File: src/rtl/seq_shift_add_mult.sv
// Sequential shift-and-add unsigned multiplier with a start/busy/done handshake.
// Optional build macro MULT_OPERAND_SWAP_EN puts the smaller operand in the multiplier slot.
module seq_shift_add_mult #(
    parameter  int WIDTH = 8,
    localparam int CW    = $clog2(WIDTH + 2)
) (
    input  logic               clk_100MHz,
    input  logic               reset,
    input  logic               start,
    input  logic [WIDTH-1:0]   a_in,
    input  logic [WIDTH-1:0]   b_in,
    output logic               busy,
    output logic               done,
    output logic [2*WIDTH-1:0] product,
    output logic [CW-1:0]      iter_cnt
);

    // Handshake: start is a level sampled only in IDLE or DONE; a_in/b_in are
    // captured on that same edge. busy is high for every RUN cycle, done pulses
    // for exactly one cycle, and product stays valid until the next accepted start.
    typedef enum logic [1:0] {
        IDLE = 2'd0,
        RUN  = 2'd1,
        DONE = 2'd2
    } state_t;

    // iter_cnt value at the start of the last permitted RUN cycle
    localparam logic [CW-1:0] ITER_CAP = CW'(WIDTH);

    state_t             state;
    logic [2*WIDTH-1:0] a_reg;
    logic [2*WIDTH-1:0] p_reg;
    logic [WIDTH-1:0]   b_reg;
    logic [WIDTH-1:0]   mcand;
    logic [WIDTH-1:0]   mplier;

`ifdef MULT_OPERAND_SWAP_EN
    // Shorter multiplier means fewer RUN cycles; ties keep a_in as multiplicand.
    always_comb begin
        if (a_in >= b_in) begin
            mcand  = a_in;
            mplier = b_in;
        end else begin
            mcand  = b_in;
            mplier = a_in;
        end
    end
`else
    always_comb begin
        mcand  = a_in;
        mplier = b_in;
    end
`endif

    always_ff @(posedge clk_100MHz) begin
        if (reset) begin
            state    <= IDLE;
            busy     <= 1'b0;
            done     <= 1'b0;
            product  <= '0;
            iter_cnt <= '0;
            a_reg    <= '0;
            b_reg    <= '0;
            p_reg    <= '0;
        end else begin
            case (state)
                IDLE, DONE: begin
                    done <= 1'b0;
                    if (start) begin
                        a_reg    <= {{WIDTH{1'b0}}, mcand};
                        b_reg    <= mplier;
                        p_reg    <= '0;
                        iter_cnt <= '0;
                        busy     <= 1'b1;
                        state    <= RUN;
                    end else begin
                        state <= IDLE;
                    end
                end
                RUN: begin
                    iter_cnt <= iter_cnt + CW'(1);
                    // The cap only bounds the loop; reachable operands always empty B first.
                    if (b_reg == '0 || a_reg == '0 || iter_cnt == ITER_CAP) begin
                        product <= p_reg;
                        busy    <= 1'b0;
                        done    <= 1'b1;
                        state   <= DONE;
                    end else begin
                        if (b_reg[0]) begin
                            p_reg <= p_reg + a_reg;
                        end
                        a_reg <= a_reg << 1;
                        b_reg <= b_reg >> 1;
                    end
                end
                default: begin
                    busy  <= 1'b0;
                    done  <= 1'b0;
                    state <= IDLE;
                end
            endcase
        end
    end

endmodule

File: config.mk
export PLATFORM = sky130hd
export DESIGN_NAME = seq_shift_add_mult
export DESIGN_NICKNAME = d
export VERILOG_FILES = /design/src/rtl/seq_shift_add_mult.sv
export SDC_FILE = /design/constraint.sdc
export NUM_CORES = 1
export LEC_CHECK = 0
export ABC_AREA = 1
export CAP_MARGIN = 40
export CORE_MARGIN = 5
export CORE_UTILIZATION = 55
export DETAILED_ROUTE_END_ITERATION = 16
export HOLD_SLACK_MARGIN = 0.06
export PLACE_DENSITY = 0.78
export SYNTH_ARGS = -nofsm -noshare
export SYNTH_HDL_FRONTEND = slang
export SYNTH_SLANG_ARGS = --single-unit
File: constraint.sdc
create_clock -name clk_100MHz -period 3.46 [get_ports clk_100MHz]
set_input_delay 0.865 -clock clk_100MHz [delete_from_list [all_inputs] [get_ports clk_100MHz]]
set_output_delay 0.865 -clock clk_100MHz [all_outputs]
set_load 0.1 [all_outputs]
* After elaboration in Yosys (flattened, before gate mapping)
Cells that the tools add are included.
Word-level totals: flip-flop bits (word level) 64, bits of input ports 19, word-level logic and storage cells 49
Operators by class: add/subtract/negate cells 2, equality and inequality tests 7, mux-type cells 18, bitwise gates (word level) 1, reductions and logical operators 13
Operators by type and width (count):
- $mux W16 | 5
- $pmux W16 S2 | 2
- $add A16 B16 Y16 | 1
- $logic_not A16 Y1 | 1
- $mux W8 | 2
- $pmux W8 S2 | 1
- $logic_not A8 Y1 | 1
- $ne A2 B2 Y1 const B | 4
- $pmux W4 S2 | 1
- $reduce_and A2 Y1 | 3
- $add A4 B1 Y4 const B | 1
- $eq A4 B4 Y1 const B | 1
- $mux W4 | 1
- $pmux W2 S2 | 1
- $reduce_and A4 Y1 | 1
- $reduce_or A2 Y1 | 2
- $mux W1 | 3
- $reduce_and A3 Y1 | 1
- $eq A2 B1 Y1 const B | 1
- $eq A2 B2 Y1 const B | 1
- $logic_not A2 Y1 | 1
- $logic_or A1 B1 Y1 | 2
- $mux W2 | 1
- $pmux W1 S2 | 1
- other kinds (2) | 2

* Longest topological paths before layout
Gate-level depths: netlist (run 1).
depth in word-level cells 5, mapped depth 12

* Least setup slack after synthesis (run 1)
OpenSTA, ideal clock, no wires.
kind register -> register, start register iter_cnt[0], end register b_reg[1], setup time 116 ps, arrival 2183 ps, data required time 3344 ps, setup slack 1162 ps, cell stages (with the launch flop) 11, path through dfxtp_1 > inv_1 > ha_1 > and3_1 > nor2_4 > nand3_2 > nand2_2 > inv_2 > buf_6 > nor2_1 > nor2_1
On the way: cells in the longest elaborated chain, start to end 4
Ends and longest elaborated chain:
- start: declaration | RTL line 15 | output logic [CW-1:0] iter_cnt
- start signal: assignment | RTL line 81 | iter_cnt <= iter_cnt + CW'(1);
- $eq A4 B4 Y1 | RTL line 83 | if (b_reg == '0 || a_reg == '0 || iter_cnt == ITER_CAP) begin
- $logic_or A1 B1 Y1 | RTL line 83
- $ne A2 B2 Y1 (no source line)
- $reduce_and A3 Y1 (no source line)
- end signal: assignment | RTL line 71 | b_reg <= mplier;
- end signal: assignment | RTL line 93 | b_reg <= b_reg >> 1;
- end: declaration | RTL line 33 | logic [WIDTH-1:0] b_reg;
No other way between the ends. A chain may end at the register's enable or synchronous reset.

* Final worst setup path (run 1)
start input port start, end register a_reg[1]
On the way: cells in the longest elaborated chain, start to end 2
Ends and longest elaborated chain:
- start: declaration | RTL line 9 | input logic start,
- $ne A2 B2 Y1 (no source line)
- $reduce_and A3 Y1 (no source line)
- end signal: assignment | RTL line 70 | a_reg <= {{WIDTH{1'b0}}, mcand};
- end signal: assignment | RTL line 92 | a_reg <= a_reg << 1;
- end: declaration | RTL line 31 | logic [2*WIDTH-1:0] a_reg;
No other way between the ends.

==> results of run 1 <==
## worst max path at each step
stage          depth (start not counted)  slack, ns                    end                startpoint
3_3_place_gp                           8       0.92  a_reg[4]$_SDFFE_PP0P_                     start
6_report                               8       1.22  a_reg[1]$_SDFFE_PP0P_                     start
5_1_grt                                8       1.04  a_reg[1]$_SDFFE_PP0P_                     start
3_5_place_dp                           8       0.85  a_reg[1]$_SDFFE_PP0P_                     start
4_1_cts                                8       1.23  a_reg[1]$_SDFFE_PP0P_                     start
2_1_floorplan                         10       1.16  b_reg[1]$_SDFFE_PP0P_  iter_cnt[0]$_SDFFE_PP0P_
## per-stage QoR
step           worst slack [ns]  hold slack, ns
6_report                   1.22           0.480
3_3_place_gp              0.918           0.465
4_1_cts                    1.23           0.484
2_1_floorplan              1.16           0.449
5_1_grt                    1.04           0.507
3_5_place_dp              0.853           0.471
## kinds of logic (layout without fill, tap and decap cells)
logic type      after synthesis  in the layout
mux                           1              1
fa+ha+maj                    18             18
flops                        64             64
compound gates               85             85
buf+inv                      86            126
xor+xnor                      1              1
simple gates                290            290
## metal layers
layer	track usage	part of all wire	vias to the layer above
met1	0.259	0.45	1520
li1	-	-	1789
met3	0.0608	0.050	23
met4	0.110	0.033	0
met5	0	0	-
met2	0.341	0.47	101
## worst max-delay path: stages
cell and delay (ns):
clkdlybuf4s50_1 0.45, inv_1 0.04, nor2_2 0.20, inv_2 0.12
nand2_2 0.34, inv_2 0.19, nand2_2 0.16, o21ai_0 0.10
## synth_stat cells (2+ instances only)
| master | number | area [µm²] |
|---|---|---|
| a21oi_1 | 30 | 150 |
| nand2_2 | 3 | 18.8 |
| dfxtp_1 | 64 | 1280 |
| buf_4 | 3 | 22.5 |
| nand2_1 | 158 | 593 |
| nand4_1 | 2 | 12.5 |
| nor2_1 | 73 | 274 |
| o21ai_1 | 8 | 40.0 |
| a211oi_1 | 2 | 15.0 |
| and2_1 | 3 | 18.8 |
| inv_2 | 5 | 18.8 |
| clkbuf_1 | 6 | 22.5 |
| nor2_2 | 3 | 18.8 |
| buf_6 | 3 | 33.8 |
| o21ai_0 | 41 | 205 |
| nor3_1 | 2 | 10.0 |
| nor2_4 | 2 | 22.5 |
| ha_1 | 17 | 213 |
| nand2_4 | 2 | 22.5 |
| nand3b_1 | 2 | 15.0 |
| or2_2 | 2 | 12.5 |
| o21ai_2 | 2 | 17.5 |
| buf_2 | 4 | 20.0 |
| inv_1 | 63 | 236 |
| nand3_1 | 34 | 170 |
## final cells by class
cell class                      instances  area, µm²
Fill cell                             591       2230
Clock buffer                            9        124
Timing Repair Buffer                   42        360
Tap cell                               77       96.3
Multi-Input combinational cell        395       1930
Sequential cell                        64       1280
Clock inverter                          6       61.3
Inverter                               69        262
## layout by cell type (no fill, tap or decap), types with 5 or more instances in the layout
cell type | synthesis | layout
nor2_1 | 73 | 73
a21oi_1 | 30 | 30
clkbuf_8 | 0 | 9
nand3_1 | 34 | 34
o21ai_0 | 41 | 41
buf_4 | 3 | 24
nand2_1 | 158 | 158
inv_2 | 5 | 5
ha_1 | 17 | 17
inv_1 | 63 | 63
dfxtp_1 | 64 | 64
clkdlybuf4s50_1 | 0 | 18
o21ai_1 | 8 | 8
## power breakdown
group	internal, mW	switching [mW]	total (mW)
Sequential	0.807	0.0492	0.856
Clock	0.326	0.299	0.625
Combinational	0.169	0.510	0.679
==> results.json, run 1 <==
{
  "place_area_um2": 3930,
  "hold_buffers": 0,
  "io_pins": 41,
  "synth-simple-area-share": 0.344,
  "routabilityCongestion": 0.890,
  "core_um2": 6350,
  "period_needed_ns": 2.24,
  "row_count": 29,
  "synthArstFlopShare": 0,
  "maxCapViolCount": 0,
  "dp.cells": 647,
  "startpoint_type": "input pin",
  "layout.nets": 618,
  "avgSynthCellArea_um2": 6.57,
  "n_antenna_cell": 0,
  "synthCells": 545,
  "ys.flop_type": "dfxtp_1",
  "routedWlPerCell_um": 12.9,
  "drive_gt1_frac": 0.106,
  "start_util": 0.564,
  "p_leak_nw": 2.02,
  "reg2reg_depth": 9,
  "grt_first_pass_wirelength_um": 14400,
  "viasPerCell": 5.19,
  "die_area_um2": 8220,
  "fp.dieH_um": 90.7,
  "synth_edf_count": 0,
  "layout.cells.non_filler": 662,
  "antenna_found_initial": 0,
  "muxShareOfSynthArea": 0.00280,
  "clk_path_buf_depth": 2,
  "timing.fmax_ghz": 0.446,
  "holdCritStartpoint": "p_reg[5]$_SDFFE_PP0P_",
  "finalPower_mw": 2.16,
  "dr.pass1.iters": 4,
  "path_clk_slew_ns": 0.07,
  "post_cts_buffers": 0,
  "hold_end": "product[5]$_SDFFE_PP0P_",
  "syn-cell-area_um2": 3580,
  "setup_viol": 0,
  "yosys_warnings": 0,
  "synth_nets": 582,
  "hold_depth": 2,
  "tritoncts": "built",
  "synth_top_family_by_area": "simple AND/OR/NAND/NOR gates",
  "cts_sinks": 64,
  "r2r_slack_ns": 1.39,
  "vias": 3433,
  "finClkSkew_ns": 0.0105,
  "synth-xor-area-share": 0.00245,
  "root_buffer": "clkbuf_8",
  "cp_max_fo": 24,
  "drc": 0,
  "die_w_um": 90.7,
  "clkLatencyLatePin_ns": 0.35,
  "routed_wl_um": 8530,
  "antenna_left": 0,
  "rr_startpoint": "iter_cnt[0]$_SDFFE_PP0P_",
  "grt-ovfl-total": 0,
  "cts_buffers": 9,
  "vdd_drop_max_mv": 0.486,
  "arrival_ns": 2.48,
  "critPathCaptureType": "flip-flop",
  "ys_seq_area_frac": 0.358,
  "dp_hpwl_um": 6260,
  "synth_compound_area_frac": 0.126,
  "cts_max_level": 3,
  "hold_class": "reg2reg",
  "postLayoutCoreUtil": 0.649,
  "slew_headroom": 0.430,
  "tns_ns": 0,
  "cts_resized": 0,
  "grt_max_degree": 30,
  "drt_iter0_markers": 162,
  "worst_slew_pin_slew_ns": 0.855,
  "cp.required_ns": 3.69,
  "path_class": "in2reg",
  "grt_pass1_vias": 3251,
  "port_buffers": 40,
  "grt_use_total": 0.213,
  "power.density_nw_per_um2": 524,
  "rsz0062_at_grt": "no",
  "r2r-end": "a_reg[1]$_SDFFE_PP0P_",
  "syn2layout_area_growth_pct": 15.0,
  "ys_types": 36,
  "status": "finished clean",
  "hold_violations": 0,
  "slew_viol_final": 0,
  "finalCritPeriodShare": 0.649,
  "fin_area_um2": 4120,
  "ys_ff_latch": 64,
  "synth-adder-area-share": 0.0650
}
Power figures use the tool's default switching activity.
==> run 2: changes to the inputs <==
--- a/config.mk
+++ b/config.mk
@@ -8,10 +8,10 @@
 export ABC_AREA = 1
 export CAP_MARGIN = 40
 export CORE_MARGIN = 5
-export CORE_UTILIZATION = 55
+export CORE_UTILIZATION = 51
 export DETAILED_ROUTE_END_ITERATION = 16
 export HOLD_SLACK_MARGIN = 0.06
-export PLACE_DENSITY = 0.78
+export PLACE_DENSITY = 0.76
 export SYNTH_ARGS = -nofsm -noshare
 export SYNTH_HDL_FRONTEND = slang
 export SYNTH_SLANG_ARGS = --single-unit
==> constraint.sdc (replaced) <==
create_clock -name clk_100MHz -period 1.9 [get_ports clk_100MHz]
set_input_delay 0.475 -clock clk_100MHz [delete_from_list [all_inputs] [get_ports clk_100MHz]]
set_output_delay 0.475 -clock clk_100MHz [all_outputs]
set_load 0.1 [all_outputs]
==> run 2 against run 1 <==
Setup slack got worse by 1.1 ns. Sequential share of layout area is 3.0 points lower. Clock skew down 0.0010 ns. Non-clock buffer count rose by 13. Largest cell class unchanged.
==> results.json, run 2 (synthesis results as in run 1) <==
{
  "status": "finished clean",
  "syn2layout_area_growth_pct": 28.3,
  "slew_headroom": 0.732,
  "n_antenna_cell": 0,
  "layout.nets": 631,
  "power.density_nw_per_um2": 951,
  "tritoncts": "built",
  "slew_viol_final": 0,
  "antenna_found_initial": 0,
  "finalPower_mw": 4.37,
  "drive_gt1_frac": 0.137,
  "layout.cells.non_filler": 695,
  "grt_first_pass_wirelength_um": 15200,
  "timing.fmax_ghz": 0.564,
  "clkLatencyLatePin_ns": 0.35,
  "tns_ns": 0,
  "root_buffer": "clkbuf_8",
  "antenna_left": 0,
  "port_buffers": 40,
  "start_util": 0.524,
  "hold_ws_ns": 0.479,
  "final_cell_mix": "nand2_1, nor2_1, inv_1, dfxtp_1, o21ai_0",
  "grt_pass1_vias": 3430,
  "routabilityCongestion": 0.963,
  "cts_sinks": 64,
  "finalCritPeriodShare": 0.933,
  "row_count": 30,
  "period_needed_ns": 1.77,
  "die_area_um2": 8800,
  "fp.dieH_um": 93.8,
  "hold_class": "reg2reg",
  "setup_viol": 0,
  "cp_max_fo": 4,
  "finClkSkew_ns": 0.00946,
  "drt_iter0_markers": 210,
  "routed_wl_um": 8850,
  "dp.cells": 679,
  "dp_hpwl_um": 6580,
  "grt-ovfl-total": 0,
  "clk_path_buf_depth": 2,
  "core_um2": 6830,
  "post_cts_buffers": 0,
  "cp.required_ns": 2.13,
  "grt_max_degree": 44,
  "vias": 3555,
  "place_area_um2": 4370,
  "final_common_cell": "nand2_1",
  "arrival_ns": 2.00,
  "grt_use_total": 0.216,
  "viasPerCell": 5.12,
  "routedWlPerCell_um": 12.7,
  "die_w_um": 93.8,
  "maxCapViolCount": 0,
  "cts_buffers": 9,
  "fin_area_um2": 4600,
  "dr.pass1.iters": 5,
  "startpoint_type": "flip-flop",
  "path_clk_slew_ns": 0.07,
  "cts_max_level": 3,
  "critPathCaptureType": "flip-flop",
  "drc": 0,
  "io_pins": 41,
  "path_class": "reg2reg",
  "worst_slew_pin_slew_ns": 0.401,
  "p_leak_nw": 2.17,
  "hold_violations": 0,
  "vdd_drop_max_mv": 0.667
}
## run 2: cell types whose count changed in the layout (fill, tap and decap cells not counted), sizes merged
cell      previous run  this run
buf                 24        37
bufinv               1         2
clkbuf               9        11
clkinv               4         1
clkinvlp             1         2
## run 2: power breakdown
part	switching (mW)	internal, mW	total [mW]
clock	0.541	0.772	1.31
combinational	0.946	0.521	1.47
sequential	0.119	1.47	1.59
## run 2: path summary, 6_finish.rpt
check	end	slack (ns)	depth (start not counted)	from
max	p_reg[12]$_SDFFE_PP0P_	0.13	11	a_reg[0]$_SDFFE_PP0P_
min	p_reg[0]$_SDFFE_PP0P_	0.48	2	p_reg[0]$_SDFFE_PP0P_
max reg2reg	p_reg[12]$_SDFFE_PP0P_	0.13	11	a_reg[0]$_SDFFE_PP0P_
min reg2reg	p_reg[0]$_SDFFE_PP0P_	0.48	2	p_reg[0]$_SDFFE_PP0P_
## run 2: metrics by stage
stage	util	setup WS, ns
floorplan	-	0.130
global placement	0.639	-0.00345
detailed placement	0.639	-0.0523
CTS	0.671	0.0748
global route	0.673	-0.00810
finish	0.673	0.128
## run 2: repair_timing
item / 4_1_cts / 5_1_grt
hold buffers: 0 / 0
endpoints found under the setup margin: 0 / 6
gates resized for setup: 0 / 5
## run 2: cell type report
class / count / area (µm²)
multi-input combinational: 395 / 1940
tap: 96 / 120
fill: 627 / 2240
sequential: 64 / 1290
clock buffer: 11 / 141
timing repair buffer: 55 / 758
clock inverter: 5 / 80.1
inverter: 69 / 264
## run 2: worst max-delay path, stage by stage, from the launching register on
cell and delay, ns:
dfxtp_1 0.34, ha_1 0.17, inv_1 0.05, fa_1 0.39, inv_2 0.09, nand3_1 0.09
nand3_2 0.12, nand3_1 0.10, nand3_1 0.08, nand2_1 0.07, nand3_1 0.08, a21oi_1 0.06
## run 2: layer usage
layer  vias up  global-route usage  share of wire
met3        21              0.0577          0.052
met1      1605               0.258           0.44
met4         0              0.0866          0.021
met2       106               0.368           0.49
li1       1823                   -              -
met5         -                   0              0
